<file path="src/rtl/mcu_dispatch.sv">
// MCU byte-stream dispatcher: routes framed bytes to one of four targets or a local status responder.
// Target strobes and data_out are registered one cycle after the MCU strobe; no backpressure, strobes >= 2 cycles apart.
module mcu_dispatch #(
    parameter logic [23:0] TIMEOUT = 24'd2_700_000,
    parameter logic [7:0]  CORE_ID = 8'h02
) (
    input  logic       clk,
    input  logic       reset,
    input  logic       data_in_strobe,
    input  logic       data_in_start,
    input  logic [7:0] data_in,
    output logic [7:0] data_out,
    output logic       int_out_n,
    output logic [3:0] tgt_strobe,
    output logic       tgt_start,
    output logic [7:0] tgt_data,
    input  logic [7:0] tgt_dout0,
    input  logic [7:0] tgt_dout1,
    input  logic [7:0] tgt_dout2,
    input  logic [7:0] tgt_dout3,
    input  logic [3:0] tgt_int_n,
    output logic [3:0] irq_mask
);

    typedef enum logic [2:0] {
        S_IDLE,
        S_SELECT,
        S_FORWARD,
        S_LOCAL,
        S_DISCARD
    } state_t;

    state_t      state;
    state_t      state_nxt;
    logic [7:0]  id;
    logic [7:0]  id_nxt;
    logic [3:0]  cnt;
    logic [3:0]  cnt_nxt;
    logic [23:0] to_cnt;
    logic [3:0]  pending;
    logic        start_stb;
    logic        byte_stb;
    logic        timed_out;
    logic        fwd_fire;
    logic        mask_wr;
    logic [7:0]  fwd_dout;
    logic [7:0]  local_dout;
    logic [7:0]  dout_nxt;

    assign start_stb = data_in_strobe & data_in_start;
    assign byte_stb  = data_in_strobe & ~data_in_start;
    assign pending   = ~tgt_int_n & irq_mask;
    assign timed_out = (state != S_IDLE) && !data_in_strobe && (to_cnt >= TIMEOUT - 24'd1);

    always_comb begin
        state_nxt = state;
        id_nxt    = id;
        cnt_nxt   = cnt;
        fwd_fire  = 1'b0;
        mask_wr   = 1'b0;
        if (start_stb) begin
            // A start always reopens a frame, silently dropping whatever was in flight.
            state_nxt = S_SELECT;
            id_nxt    = data_in;
            cnt_nxt   = 4'd0;
        end else if (byte_stb && state != S_IDLE) begin
            cnt_nxt = (cnt == 4'hF) ? cnt : cnt + 4'd1;
            if (state == S_SELECT) begin
                if (id <= 8'd3)
                    state_nxt = S_FORWARD;
                else if (id == 8'hFF)
                    state_nxt = S_LOCAL;
                else
                    state_nxt = S_DISCARD;
            end
            fwd_fire = (state_nxt == S_FORWARD);
            mask_wr  = (state_nxt == S_LOCAL) && (cnt_nxt == 4'd2);
        end else if (timed_out) begin
            state_nxt = S_IDLE;
            cnt_nxt   = 4'd0;
        end
    end

    always_comb begin
        fwd_dout = tgt_dout0;
        case (id_nxt[1:0])
            2'd0: fwd_dout = tgt_dout0;
            2'd1: fwd_dout = tgt_dout1;
            2'd2: fwd_dout = tgt_dout2;
            2'd3: fwd_dout = tgt_dout3;
            default: fwd_dout = tgt_dout0;
        endcase
    end

    // The byte-3 status is live: it tracks pending while the frame sits on that byte.
    always_comb begin
        local_dout = 8'h00;
        case (cnt_nxt)
            4'd1: local_dout = 8'hD5;
            4'd2: local_dout = CORE_ID;
            4'd3: local_dout = {4'h0, pending};
            default: local_dout = 8'h00;
        endcase
    end

    always_comb begin
        dout_nxt = 8'hFF;
        case (state_nxt)
            S_FORWARD: dout_nxt = fwd_dout;
            S_LOCAL:   dout_nxt = local_dout;
            default:   dout_nxt = 8'hFF;
        endcase
    end

    always_ff @(posedge clk) begin
        if (reset) begin
            state      <= S_IDLE;
            id         <= 8'h00;
            cnt        <= 4'd0;
            to_cnt     <= 24'd0;
            tgt_strobe <= 4'b0000;
            tgt_start  <= 1'b0;
            tgt_data   <= 8'h00;
            data_out   <= 8'hFF;
            irq_mask   <= 4'hF;
            int_out_n  <= 1'b1;
        end else begin
            state <= state_nxt;
            id    <= id_nxt;
            cnt   <= cnt_nxt;
            if (data_in_strobe || state_nxt == S_IDLE)
                to_cnt <= 24'd0;
            else
                to_cnt <= to_cnt + 24'd1;
            tgt_strobe <= fwd_fire ? (4'b0001 << id_nxt[1:0]) : 4'b0000;
            if (fwd_fire) begin
                tgt_data  <= data_in;
                tgt_start <= (cnt_nxt == 4'd1);
            end
            if (mask_wr)
                irq_mask <= data_in[3:0];
            data_out  <= dout_nxt;
            int_out_n <= ~|pending;
        end
    end

endmodule
</file>
<file path="config.mk">
export PLATFORM = sky130hd
export DESIGN_NAME = mcu_dispatch
export DESIGN_NICKNAME = d
export VERILOG_FILES = /design/src/rtl/mcu_dispatch.sv
export SDC_FILE = /design/constraint.sdc
export NUM_CORES = 1
export LEC_CHECK = 0
export ABC_AREA = 1
export BUFFER_PORTS_ARGS = -buffer_cell sky130_fd_sc_hd__buf_2
export CAP_MARGIN = 5
export CORE_UTILIZATION = 54
export CTS_CLUSTER_DIAMETER = 100
export DETAILED_ROUTE_END_ITERATION = 12
export GPL_ROUTABILITY_DRIVEN = 1
export PLACE_DENSITY = 0.89
export SYNTH_ARGS = -nofsm -noshare
export SYNTH_HDL_FRONTEND = slang
export SYNTH_SLANG_ARGS = --single-unit
export TNS_END_PERCENT = 50
</file>
<file path="constraint.sdc">
create_clock -name clk -period 2 [get_ports clk]
set_input_delay 0.2 -clock clk [delete_from_list [all_inputs] [get_ports clk]]
set_output_delay 0.2 -clock clk [all_outputs]
set_load 0.02 [all_outputs]
</file>
# --- Word-level counts from Yosys, hierarchy flattened ---
# Index checks and enable logic that the tools add are counted.
classes:
  n_bitwise: 6
  magnitude_cmp: 2
  mul: 0
  muxes: 20
  shift: 1
  reduce_logical: 13
  eq_ne: 14
  addsub: 2
  div_mod_pow: 0
op_table:
  columns: ["op", "count"]
  rows:
  - ["8-bit case mux with 4 select lines", 1]
  - ["24-bit by 1-bit adder with 24-bit output, second input constant", 1]
  - ["24-bit by 22-bit greater-or-equal comparator with 1-bit output, second input constant", 1]
  - ["3-bit two-way mux", 8]
  - ["8-bit case mux with 3 select lines", 1]
  - ["4-bit two-way mux", 4]
  - ["8-bit case mux with 2 select lines", 1]
  - ["3-bit by 2-bit == test with 1-bit output, second input constant", 4]
  - ["4-bit by 2-bit == test with 1-bit output, second input constant", 3]
  - ["8-bit == test, second input constant", 1]
  - ["8-bit by 2-bit <= comparator with 1-bit output, second input constant", 1]
  - ["4-bit by 1-bit adder with 4-bit output, second input constant", 1]
  - ["4-bit bitwise AND", 1]
  - ["2-bit == test, second input constant", 2]
  - ["4-bit by 1-bit == test with 1-bit output, second input constant", 1]
  - ["4-bit == test, second input constant", 1]
  - ["1-bit logical AND", 4]
  - ["1-bit two-way mux", 4]
  - ["4-bit inverter", 1]
  - ["2-bit OR reduction", 2]
  - ["4-bit OR reduction", 1]
  - ["1-bit by 2-bit << shifter with 4-bit output, first input constant", 1]
  - ["3-bit by 1-bit == test with 1-bit output, second input constant", 1]
  - ["3-bit logical NOT", 1]
  - ["8 further kinds", 11]
totals:
  mem_bits_ro: 0
  in_bits: 48
  latch_bits: 0
  n_memories: 0
  regBits: 65
  out_inout_bits: 26
  ramBits: 0
  wordCells: 69

# --- Longest topological paths before layout ---
# Gate-level depths: netlist of run 1.
logic_depth:
  ltp_word: 11
  ltp_mapped: 14
  depth_no_buf: 14

# --- Worst setup path after synthesis of run 1 ---
# OpenSTA, ideal clock, no wires.
synth_path:
  path_kind: "register to register"
  startpoint: "reg to_cnt[0]"
  endpoint: "reg to_cnt[17]"
  required_ns: 1.886
  setup_time_ns: 0.114
  n_path_buf: 1
  period_less_slack_ns: 1.630
  arrival_time_ns: 1.516
  setup_slack_ns: 0.370
  stages_incl_launch_ff: 12
  path_cell_list: "dfxtp_1 ha_1 nand3_1 nand2_1 nand3_1 nand3_2 nand2_4 a21oi_4 nand3_2 nand2_4 buf_6 nor2_2"
synth_between:
  elab_chain_len: 8
  word_cells_on_any_way: 9
  cone_classes: "add/sub: 1; order compare: 1; mux: 3; reduce/logical: 4"
synth_rtl:
  columns: ["element", "line_no", "text"]
  rows:
  - ["start, declared", "39", "logic [23:0] to_cnt;"]
  - ["start signal, assigned", "134", "to_cnt <= to_cnt + 24'd1;"]
  - ["24-bit by 22-bit greater-or-equal comparator with 1-bit output", "53", "assign timed_out = (state != S_IDLE) && !data_in_strobe && (to_cnt >= TIMEOUT - 24'd1);"]
  - ["1-bit logical AND", "53", null]
  - ["3-bit two-way mux", "78", "end else if (timed_out) begin"]
  - ["3-bit two-way mux", "66", "end else if (byte_stb && state != S_IDLE) begin"]
  - ["3-bit two-way mux", "61", "if (start_stb) begin"]
  - ["3-bit logical NOT", "131", "if (data_in_strobe || state_nxt == S_IDLE)"]
  - ["1-bit logical OR", "131", null]
  - ["2-bit OR reduction (no source line)", null, null]
# Several ways; a longest one is shown, not always the timed one.
# A chain may end at the register's enable or synchronous reset.

# --- Worst setup path in the final report of run 1 ---
layout_path:
  startpoint: "reg cnt[0]"
  endpoint: "reg data_out[1]"
layout_between:
  elab_chain_len: 7
  word_cells_on_any_way: 11
  cone_classes: "add/sub: 1; eq/ne: 4; mux: 6"
layout_rtl:
  columns: ["element", "line_no", "text"]
  rows:
  - ["start, declared", "37", "logic [3:0] cnt;"]
  - ["start signal, assigned", "130", "cnt <= cnt_nxt;"]
  - ["4-bit by 1-bit adder with 4-bit output or 4-bit == test (tied branches)", "67", "cnt_nxt = (cnt == 4'hF) ? cnt : cnt + 4'd1;"]
  - ["4-bit two-way mux", "67", null]
  - ["4-bit two-way mux (*)", "66", null]
  - ["4-bit two-way mux (*)", "61", null]
  - ["4-bit by 2-bit == test with 1-bit output or 4-bit by 1-bit == test with 1-bit output (tied branches)", "98", "case (cnt_nxt)"]
  - ["8-bit case mux with 3 select lines (*)", "98", null]
  - ["8-bit case mux with 2 select lines (*)", "108", "case (state_nxt)"]
  - ["end signal, assigned", "142", "data_out <= dout_nxt;"]
  - ["end, declared", "12", "output logic [7:0] data_out,"]
# Mark *: on every way between the ends. The rest lies on a longest branch, timed or not.

==> results of run 1 <==
-- where the power goes --
group	leakage (nW)	switching, mW	internal, mW	total [mW]
clock	0.111	0.479	0.772	1.25
combinational	1.10	0.233	0.135	0.368
sequential	0.530	0.0200	1.33	1.35
total	1.74	0.732	2.23	2.97
-- flip-flops by register name, summed over array words and instances (netlist names) --
signal and flops:
data_out 8, tgt_strobe 4, to_cnt 24, tgt_start 1, cnt 4, int_out_n 1, tgt_data 8, state 3
irq_mask 4, id 8
-- repair_timing --
item,CTS,global route
gates resized for setup,0,17
buffers inserted,0,4
endpoints found under the setup margin,0,24
-- routing by layer --
layer / routed length [um] / vias to the layer above
li1: - / 1610
met1: 3160 / 1405
met2: 3650 / 145
met3: 529 / 25
met4: 208 / 0
met5: 0 / -
-- per-stage QoR --
step,hold WS (ns),setup TNS (ns),instance area (um2)
detailed placement,0.450,0,3750
global placement,0.439,0,3750
floorplan,0.326,0,3320
CTS,0.0824,0,3970
finish,0.0909,0,4050
global route,0.0894,-0.0466,4050
-- cells in the final DEF, fill, tap and decap left out, drive strengths merged --
cell,count
o211ai,1
a31oi,3
nor3,10
nand2,102
o21ai,24
nand3,22
xor2,13
conb,2
or2,7
a21oi,15
nor2,109
bufinv,2
clkinv,2
nand4,15
dfxtp,65
nor4,3
xnor2,4
o31ai,1
buf,80
a21boi,1
clkbuf,14
ha,3
nand3b,3
inv,38
-- layout make-up --
cell class / count / area [um2] / share of cell area [%]
multi-input cells: 338 / 1850 / 45.7
flip-flops and latches: 65 / 1310 / 32.3
repair buffers: 80 / 418 / 10.3
clock buffers: 14 / 163 / 4.02
inverters: 40 / 155 / 3.83
well taps: 75 / 93.8 / 2.32
clock inverters: 2 / 60.1 / 1.48
-- worst max-delay path: cells and delay by family, from the launching register on --
kind	cells	cell delay (ns)
DFF	1	0.37
buffers and inverters	1	0.11
adders and majority gates	1	0.19
and+or+nand+nor	10	1.08
AOI/OAI and AO/OA	1	0.08
-- worst paths after layout --
check | start | to | slack (ns) | depth (start not counted)
worst min-delay path | data_in[7] | tgt_data[7] | 0.09 | 3
worst max register to register | cnt[0] | data_out[1] | 0.1 | 13
worst max-delay path | cnt[0] | data_out[1] | 0.1 | 13
worst min register to register | to_cnt[0] | to_cnt[0] | 0.44 | 1
-- logic make-up (layout without fill, tap and decap cells) --
| logic type | count (synthesis) | after routing |
|---|---|---|
| adders and majority gates | 3 | 3 |
| buffers and inverters | 48 | 136 |
| xor gates and xnor gates | 17 | 17 |
| DFF | 65 | 65 |
| AOI/OAI and AO/OA | 45 | 45 |
| other | 1 | 2 |
| and+or+nand+nor | 271 | 271 |
==> impl_metrics.tcl, run 1 <==
set metrics [dict create \
    status "finished, final reports clean" \
    clk_latency_ns 0.34 \
    dp_hpwl_um 5560 \
    cap_violations 0 \
    fin_crit_sh_pct 95.0 \
    core_mm2 0.00592 \
    cts_tree "done" \
    holdBufCountCts 0 \
    crit_chain "ha_1, nand2_1, inv_1, nand2_2, nand2_1, a21oi_1, nor3_1, nand2_2, nand3_1, nand2_1, nor2_2, nand2_1, nand2_1" \
    synth_edf_count 0 \
    crit_type "reg -> reg" \
    p_leak_nw 1.74 \
    finalWeightedCongestion 0.892 \
    synth_compound_area_share_pct 8.72 \
    area_growth_pct 22.1 \
    drt_iter0_drc 185 \
    viasPerCell 5.19 \
    hold_violations 0 \
    dp_cells 594 \
    maxSlewViolCount 0 \
    fp.dieArea_mm2 0.00646 \
    period_minus_slack_ns 1.90 \
    synthAdderAreaFrac_pct 1.13 \
    routed_wl_um 7550 \
    die_x_um 80.3 \
    crit_path_end_kind "register" \
    clkSlewWorstSetupHoldPaths_ns 0.07 \
    numCtsBuffers 9 \
    n_antenna_cell 0 \
    required_ns 2.28 \
    yosys-top-cells-area "dfxtp_1, nand2_1, nor2_1, xor2_1, nor2_2" \
    io_pins 74 \
    grt_use_met1_pct 27.6 \
    h-tree-depth 3 \
    seq_area_frac_synth_pct 39.3 \
    synth-simple-area-share_pct 40.0 \
    grt_overflow_total 0 \
    die_h_um 80.3 \
    slowest_delay_ns 0.37 \
    detail-route-antenna-nets 0 \
    final_util_pct 68.4 \
    avgSynthCellArea_um2 7.37 \
    antenna_found_initial 0 \
    async_flop_share_pct 0 \
    setup_viol 0 \
    synth_mux_area_share_pct 0 \
    arrival_ns 2.18 \
    num-fill-cells 459 \
    met3_usage_pct 6.82 \
    synth_seq_cells 65 \
    grt_pass1_vias 2843 \
    firstDrtPassIters 6 \
    grt_pass1_wl_um 12000 \
    skew_ns 0.00925 \
    instances_no_fill 614 \
    hold_path_class "in -> reg" \
    p_per_area_mw_per_mm2 733 \
    synth_top_area_share_pct 39.3 \
    crit_fanout 5 \
    grt_most_used_layer "met2" \
    cts-root-buf "clkbuf_8" \
    synth_largest_area_cell "dfxtp_1" \
    vias 3185 \
    met2_usage_pct 40.8 \
    final_nets 585 \
    io_buffers 73 \
    synth-xor-area-share_pct 4.49 \
    layout_setup_ws_ns 0.0993 \
    synth.most_common_cell "nand2_1" \
    cpMostUsedCell "nand2_1" \
    synth_warnings 0 \
    p_total_mw 2.97 \
    drive_above_1_share_pct 30.6 \
    start_util_pct 56.0 \
    fmax_mhz 526 \
    core.rowCount 28 \
    synth_commonest_cells "nand2_1, nor2_1, dfxtp_1, inv_1, o21ai_0" \
    vdd_ir_drop_max_uv 489 \
    synth_flop_cell "dfxtp_1" \
    drc 0 \
    place_ws_ns 0.104 \
    synth_top_family_by_area "simple AND/OR/NAND/NOR gates" \
    numClockSinks 65 \
    grt_max_degree 23 \
    netlist_instances 450 \
    start_kind "register" \
    track_usage_pct 24.3 \
    drt-wirelength-per-cell_um 12.3 \
    cts_buffer_depth 2 \
    slowest_stage "dfxtp_2" \
    syn-cell-area_mm2 0.00331 \
    synth_cell_types 41 \
]
Note: power is estimated with default switching activity, not from simulation.
==> inputs of run 2 (changes only) <==
--- a/config.mk
+++ b/config.mk
@@ -11,8 +11,9 @@
 export CORE_UTILIZATION = 54
 export CTS_CLUSTER_DIAMETER = 100
 export DETAILED_ROUTE_END_ITERATION = 12
-export GPL_ROUTABILITY_DRIVEN = 1
+export GPL_ROUTABILITY_DRIVEN = 0
 export PLACE_DENSITY = 0.89
+export REMOVE_ABC_BUFFERS = 1
 export SYNTH_ARGS = -nofsm -noshare
 export SYNTH_HDL_FRONTEND = slang
 export SYNTH_SLANG_ARGS = --single-unit
==> run 2 against run 1 <==
Compared with the run above:
- flip-flop and latch count unchanged
- routed wire length is 0.44% higher
- die area did not move
- critical path depth down 3
==> impl_metrics.tcl, run 2 (synthesis results as in run 1) <==
set metrics [dict create \
    vias 3164 \
    largest_reg_flops 24 \
    hold_violations 0 \
    grt_pass1_vias 2815 \
    mostFrequentLayoutCell "nand2_1" \
    place_ws_ns 0.0720 \
    die_h_um 80.3 \
    final_cell_mix "nand2_1, nor2_1, buf_2" \
    relSlewSlack_pct 65.3 \
    p_total_mw 2.67 \
    grt_overflow_total 0 \
    numClockSinks 65 \
    die_x_um 80.3 \
    tightest_slew_ns 0.517 \
    io_pins 74 \
    grt_pass1_wl_um 12300 \
    n_antenna_cell 0 \
    numCtsBuffers 9 \
    cts-root-buf "clkbuf_8" \
    cts_buffer_depth 2 \
    area_growth_pct 19.5 \
    period_minus_slack_ns 1.85 \
    layout_setup_ws_ns 0.152 \
    p_leak_nw 1.71 \
    drt_iter0_drc 147 \
    clkSlewWorstSetupHoldPaths_ns 0.07 \
    clk_latency_ns 0.34 \
    io_buffers 73 \
    routed_wl_um 7580 \
    num-fill-cells 474 \
    fmax_mhz 541 \
    vdd_ir_drop_max_uv 508 \
    h-tree-depth 3 \
    fin_crit_sh_pct 92.4 \
    hold_path_class "in -> reg" \
    crit_type "reg -> reg" \
    detail-route-antenna-nets 0 \
    start_kind "register" \
    antenna_found_initial 0 \
    drc 0 \
    top_register "to_cnt" \
    p_per_area_mw_per_mm2 675 \
    rsz0062_at_grt "true" \
    core.rowCount 28 \
    drive_above_1_share_pct 29.4 \
    final_util_pct 66.9 \
    core_mm2 0.00592 \
    grt_max_degree 23 \
    cts_tree "done" \
    firstDrtPassIters 5 \
    final_nets 582 \
    maxSlewViolCount 0 \
    start_util_pct 56.0 \
    setup_tns_ns 0 \
    arrival_ns 2.06 \
    setup_viol 0 \
    dp_hpwl_um 5480 \
    cts_setup_buffers 0 \
    crit_path_end_kind "register" \
    skew_ns 0.00822 \
    fin_worst_hold_slack_ns 0.106 \
    required_ns 2.22 \
    status "finished, final reports clean" \
    track_usage_pct 24.8 \
    cap_violations 0 \
    crit_fanout 5 \
    viasPerCell 5.20 \
    fp.dieArea_mm2 0.00646 \
    drt-wirelength-per-cell_um 12.4 \
]
-- run 2: cell types whose count changed in the layout (fill, tap and decap cells not counted) --
cell       change
buf_4          -3
nand2_1        +3
nand2_2        -3
nor2_2         +3
nor2_4         -3
bufinv_16      -2
dfxtp_1        +2
dfxtp_2        -2
nor3_1         -1
nor3_2         +1
nor4_1         -1
nor4_4         +1
-- run 2: critical path, cell delays in order, from the launching register on --
cell and delay, ns:
dfxtp_1 0.41, ha_1 0.20, nand2_1 0.06, inv_1 0.09
nand2_1 0.12, o211ai_1 0.19, nand4_1 0.22, nand2_1 0.17
nor2_2 0.06, nand2_1 0.11, nand3_1 0.08
-- run 2: per-layer routing --
metal	up-vias	track usage [%]	wire length, um
met5	-	0	0
met4	0	13.0	183
met3	20	6.82	510
met2	126	40.0	3660
met1	1426	29.7	3230
li1	1592	-	-
-- run 2: report_power, final --
group	leakage (nW)	switching, mW	internal (mW)
clock	0.0826	0.457	0.506
combinational	1.10	0.232	0.131
sequential	0.529	0.0190	1.33
total	1.71	0.708	1.96
-- run 2: timing repair --
action	in CTS	in global routing
endpoints found under the setup margin	0	27
hold buffers	0	0
resized for setup	0	12
-- run 2: layout make-up --
| type | instances | area [um2] | area share (%) |
|---|---|---|---|
| clock buffers | 14 | 163 | 4.11 |
| inverters | 40 | 155 | 3.92 |
| multi-input cells | 338 | 1850 | 46.7 |
| flip-flops and latches | 65 | 1300 | 32.9 |
| well taps | 75 | 93.8 | 2.37 |
| repair buffers | 77 | 395 | 9.98 |
-- run 2: stage by stage --
| step | std cells | cell area [um2] |
|---|---|---|
| floorplan | 443 | 3260 |
| global placement | 595 | 3750 |
| detailed placement | 595 | 3750 |
| CTS | 609 | 3920 |
| global route | 609 | 3960 |
| finish | 609 | 3960 |
-- run 2: final timing paths --
| path | startpoint | end | slack [ns] | cells after the start |
|---|---|---|---|---|
| worst max register to register | cnt[1] | data_out[6] | 0.15 | 10 |
| worst min register to register | to_cnt[0] | to_cnt[0] | 0.43 | 1 |
| worst min-delay path | data_in[6] | tgt_data[6] | 0.11 | 3 |
| worst max-delay path | cnt[1] | data_out[6] | 0.15 | 10 |
==> inputs of run 3 (changes only) <==
--- a/config.mk
+++ b/config.mk
@@ -8,11 +8,12 @@
 export ABC_AREA = 1
 export BUFFER_PORTS_ARGS = -buffer_cell sky130_fd_sc_hd__buf_2
 export CAP_MARGIN = 5
-export CORE_UTILIZATION = 54
+export CORE_UTILIZATION = 56
+export CTS_BUF_LIST = sky130_fd_sc_hd__clkbuf_2
 export CTS_CLUSTER_DIAMETER = 100
 export DETAILED_ROUTE_END_ITERATION = 12
 export GPL_ROUTABILITY_DRIVEN = 0
-export PLACE_DENSITY = 0.89
+export PLACE_DENSITY = 0.91
 export REMOVE_ABC_BUFFERS = 1
 export SYNTH_ARGS = -nofsm -noshare
 export SYNTH_HDL_FRONTEND = slang
==> run 3 against run 2 <==
Compared with the run above:
- count of clock-buffer cells in the layout shrank 3
- via count rose by 0.82%
- core utilization up 3.2 points
- combinational power up 3%
- worst hold slack got worse by 0.060 ns
- fmax is 1.0% lower
- sequential power hardly changed
- die area shrank 3.5%
- register-to-register slack worse by 0.02 ns
- largest cell class unchanged
- largest power group unchanged
==> impl_metrics.tcl, run 3 (synthesis results as in run 1) <==
set metrics [dict create \
    crit_type "reg -> reg" \
    regToRegSetupSlack_ns 0.13 \
    fin_crit_sh_pct 93.4 \
    h-tree-depth 3 \
    final_cell_mix "nand2_1, nor2_1, buf_2" \
    dp_hpwl_um 5760 \
    hold_violations 0 \
    numClockSinks 65 \
    num-fill-cells 455 \
    rr_worst_depth 11 \
    p_leak_nw 1.72 \
    viasPerCell 5.20 \
    top_register "to_cnt" \
    firstDrtPassIters 5 \
    start_kind "register" \
    track_usage_pct 26.0 \
    status "finished, final reports clean" \
    crit_fanout 8 \
    drt_iter0_drc 133 \
    core.rowCount 27 \
    detail-route-antenna-nets 0 \
    start_util_pct 59.1 \
    r2r_end "data_out[4]" \
    die_x_um 78.9 \
    vdd_ir_drop_max_uv 459 \
    core_mm2 0.00561 \
    regArea_mm2 0.00131 \
    numCtsBuffers 9 \
    hold_path_class "in -> reg" \
    cts_tree "done" \
    fin_worst_hold_slack_ns 0.0469 \
    n_antenna_cell 0 \
    period_minus_slack_ns 1.87 \
    largest_reg_flops 24 \
    cts-root-buf "clkbuf_2" \
    grt_pass1_wl_um 12700 \
    maxSlewViolCount 0 \
    mostFrequentLayoutCell "nand2_1" \
    fp.dieArea_mm2 0.00623 \
    routed_wl_um 7860 \
    clk_latency_ns 0.48 \
    grt_overflow_total 0 \
    final_nets 588 \
    hp-start "data_in[1]" \
    placed_cell_area_mm2 0.00374 \
    cap_violations 0 \
    r2r-start "state[2]" \
    fmax_mhz 536 \
    grt_max_degree 23 \
    cts_buffer_depth 2 \
    arrival_ns 2.28 \
    p_total_mw 2.34 \
    whs_endpoint "tgt_data[1]" \
    die_h_um 78.9 \
    area_growth_pct 18.6 \
    crit_path_end_kind "register" \
    p_per_area_mw_per_mm2 594 \
    worstHoldPathCells 3 \
    skew_ns 0.0266 \
    antenna_found_initial 0 \
    stdcell_area_mm2 0.00393 \
    vias 3190 \
    grt_pass1_vias 2994 \
    required_ns 2.41 \
    cts_setup_buffers 0 \
    io_buffers 73 \
    drc 0 \
    drt-wirelength-per-cell_um 12.8 \
    setup_viol 0 \
    multiInputGateArea_mm2 0.00185 \
    io_pins 74 \
    drive_above_1_share_pct 29.5 \
    clkSlewWorstSetupHoldPaths_ns 0.16 \
]
[run 3: cell count changes in the layout (fill, tap and decap cells not counted), sizes merged]
cell         previous run  this run
clkinv                  2         7
buf                    77        76
dlygate4sd3             0         7
clkbuf                 14        11
[run 3: power by group]
| part | leakage (nW) | internal [mW] | total [mW] | switching, mW |
|---|---|---|---|---|
| sequential | 0.530 | 1.33 | 1.35 | 0.0192 |
| clock | 0.0606 | 0.161 | 0.611 | 0.451 |
| combinational | 1.13 | 0.139 | 0.375 | 0.236 |
| total | 1.72 | 1.63 | 2.34 | 0.706 |
[run 3: per-layer routing]
layer  global-route usage [%]  wire length (um)  up-vias
li1                         -                 -     1612
met1                     28.9              3220     1430
met2                     45.9              3930      125
met3                     7.01               530       23
met4                     12.0               185        0
met5                        0                 0        -
[run 3: what timing repair did]
action / CTS / global route
endpoints found under the hold margin: 14 / 0
gates resized for setup: 0 / 13
setup endpoints to repair: 0 / 29
hold buffers: 7 / 0
[run 3: critical path, stage by stage, from the launching register on]
cell	delay [ns]
dfxtp_1	0.44
inv_2	0.08
nand2_2	0.09
o21ai_4	0.07
nor2_4	0.22
nand2_1	0.10
or2_1	0.27
nand2_2	0.12
nand2_1	0.08
nor2_2	0.16
nand2_2	0.09
nand3_1	0.08
[run 3: metrics by stage]
| step | utilization, % | setup TNS, ns | cells | worst slack [ns] |
|---|---|---|---|---|
| 3_3_place_gp | 66.7 | 0 | 591 | 0.144 |
| 3_5_place_dp | 66.7 | 0 | 591 | 0.109 |
| 6_report | 70.1 | 0 | 614 | 0.133 |
| 5_1_grt | 70.1 | -0.162 | 614 | -0.0577 |
| 4_1_cts | 69.4 | 0 | 614 | 0.0759 |
| 2_1_floorplan | - | 0 | 443 | 0.343 |
[run 3: worst max-delay path by stage]
| stage | startpoint | to | slack (ns) | cells after the start |
|---|---|---|---|---|
| 6_report | state[2] | data_out[4] | 0.13 | 11 |
| 5_1_grt | cnt[1] | data_out[2] | -0.06 | 13 |
| 4_1_cts | cnt[0] | data_out[2] | 0.08 | 13 |
| 3_5_place_dp | data_in_strobe | data_out[7] | 0.11 | 11 |
| 3_3_place_gp | data_in_strobe | data_out[4] | 0.14 | 11 |
| 2_1_floorplan | state[2] | tgt_start | 0.34 | 9 |
[run 3: cell type report]
type	instances	area share, %
Clock buffer	11	1.40
Clock inverter	5	0.573
Inverter	40	3.95
Multi-Input combinational cell	338	46.9
Sequential cell	65	33.2
Tap cell	72	2.29
Timing Repair Buffer	83	11.6
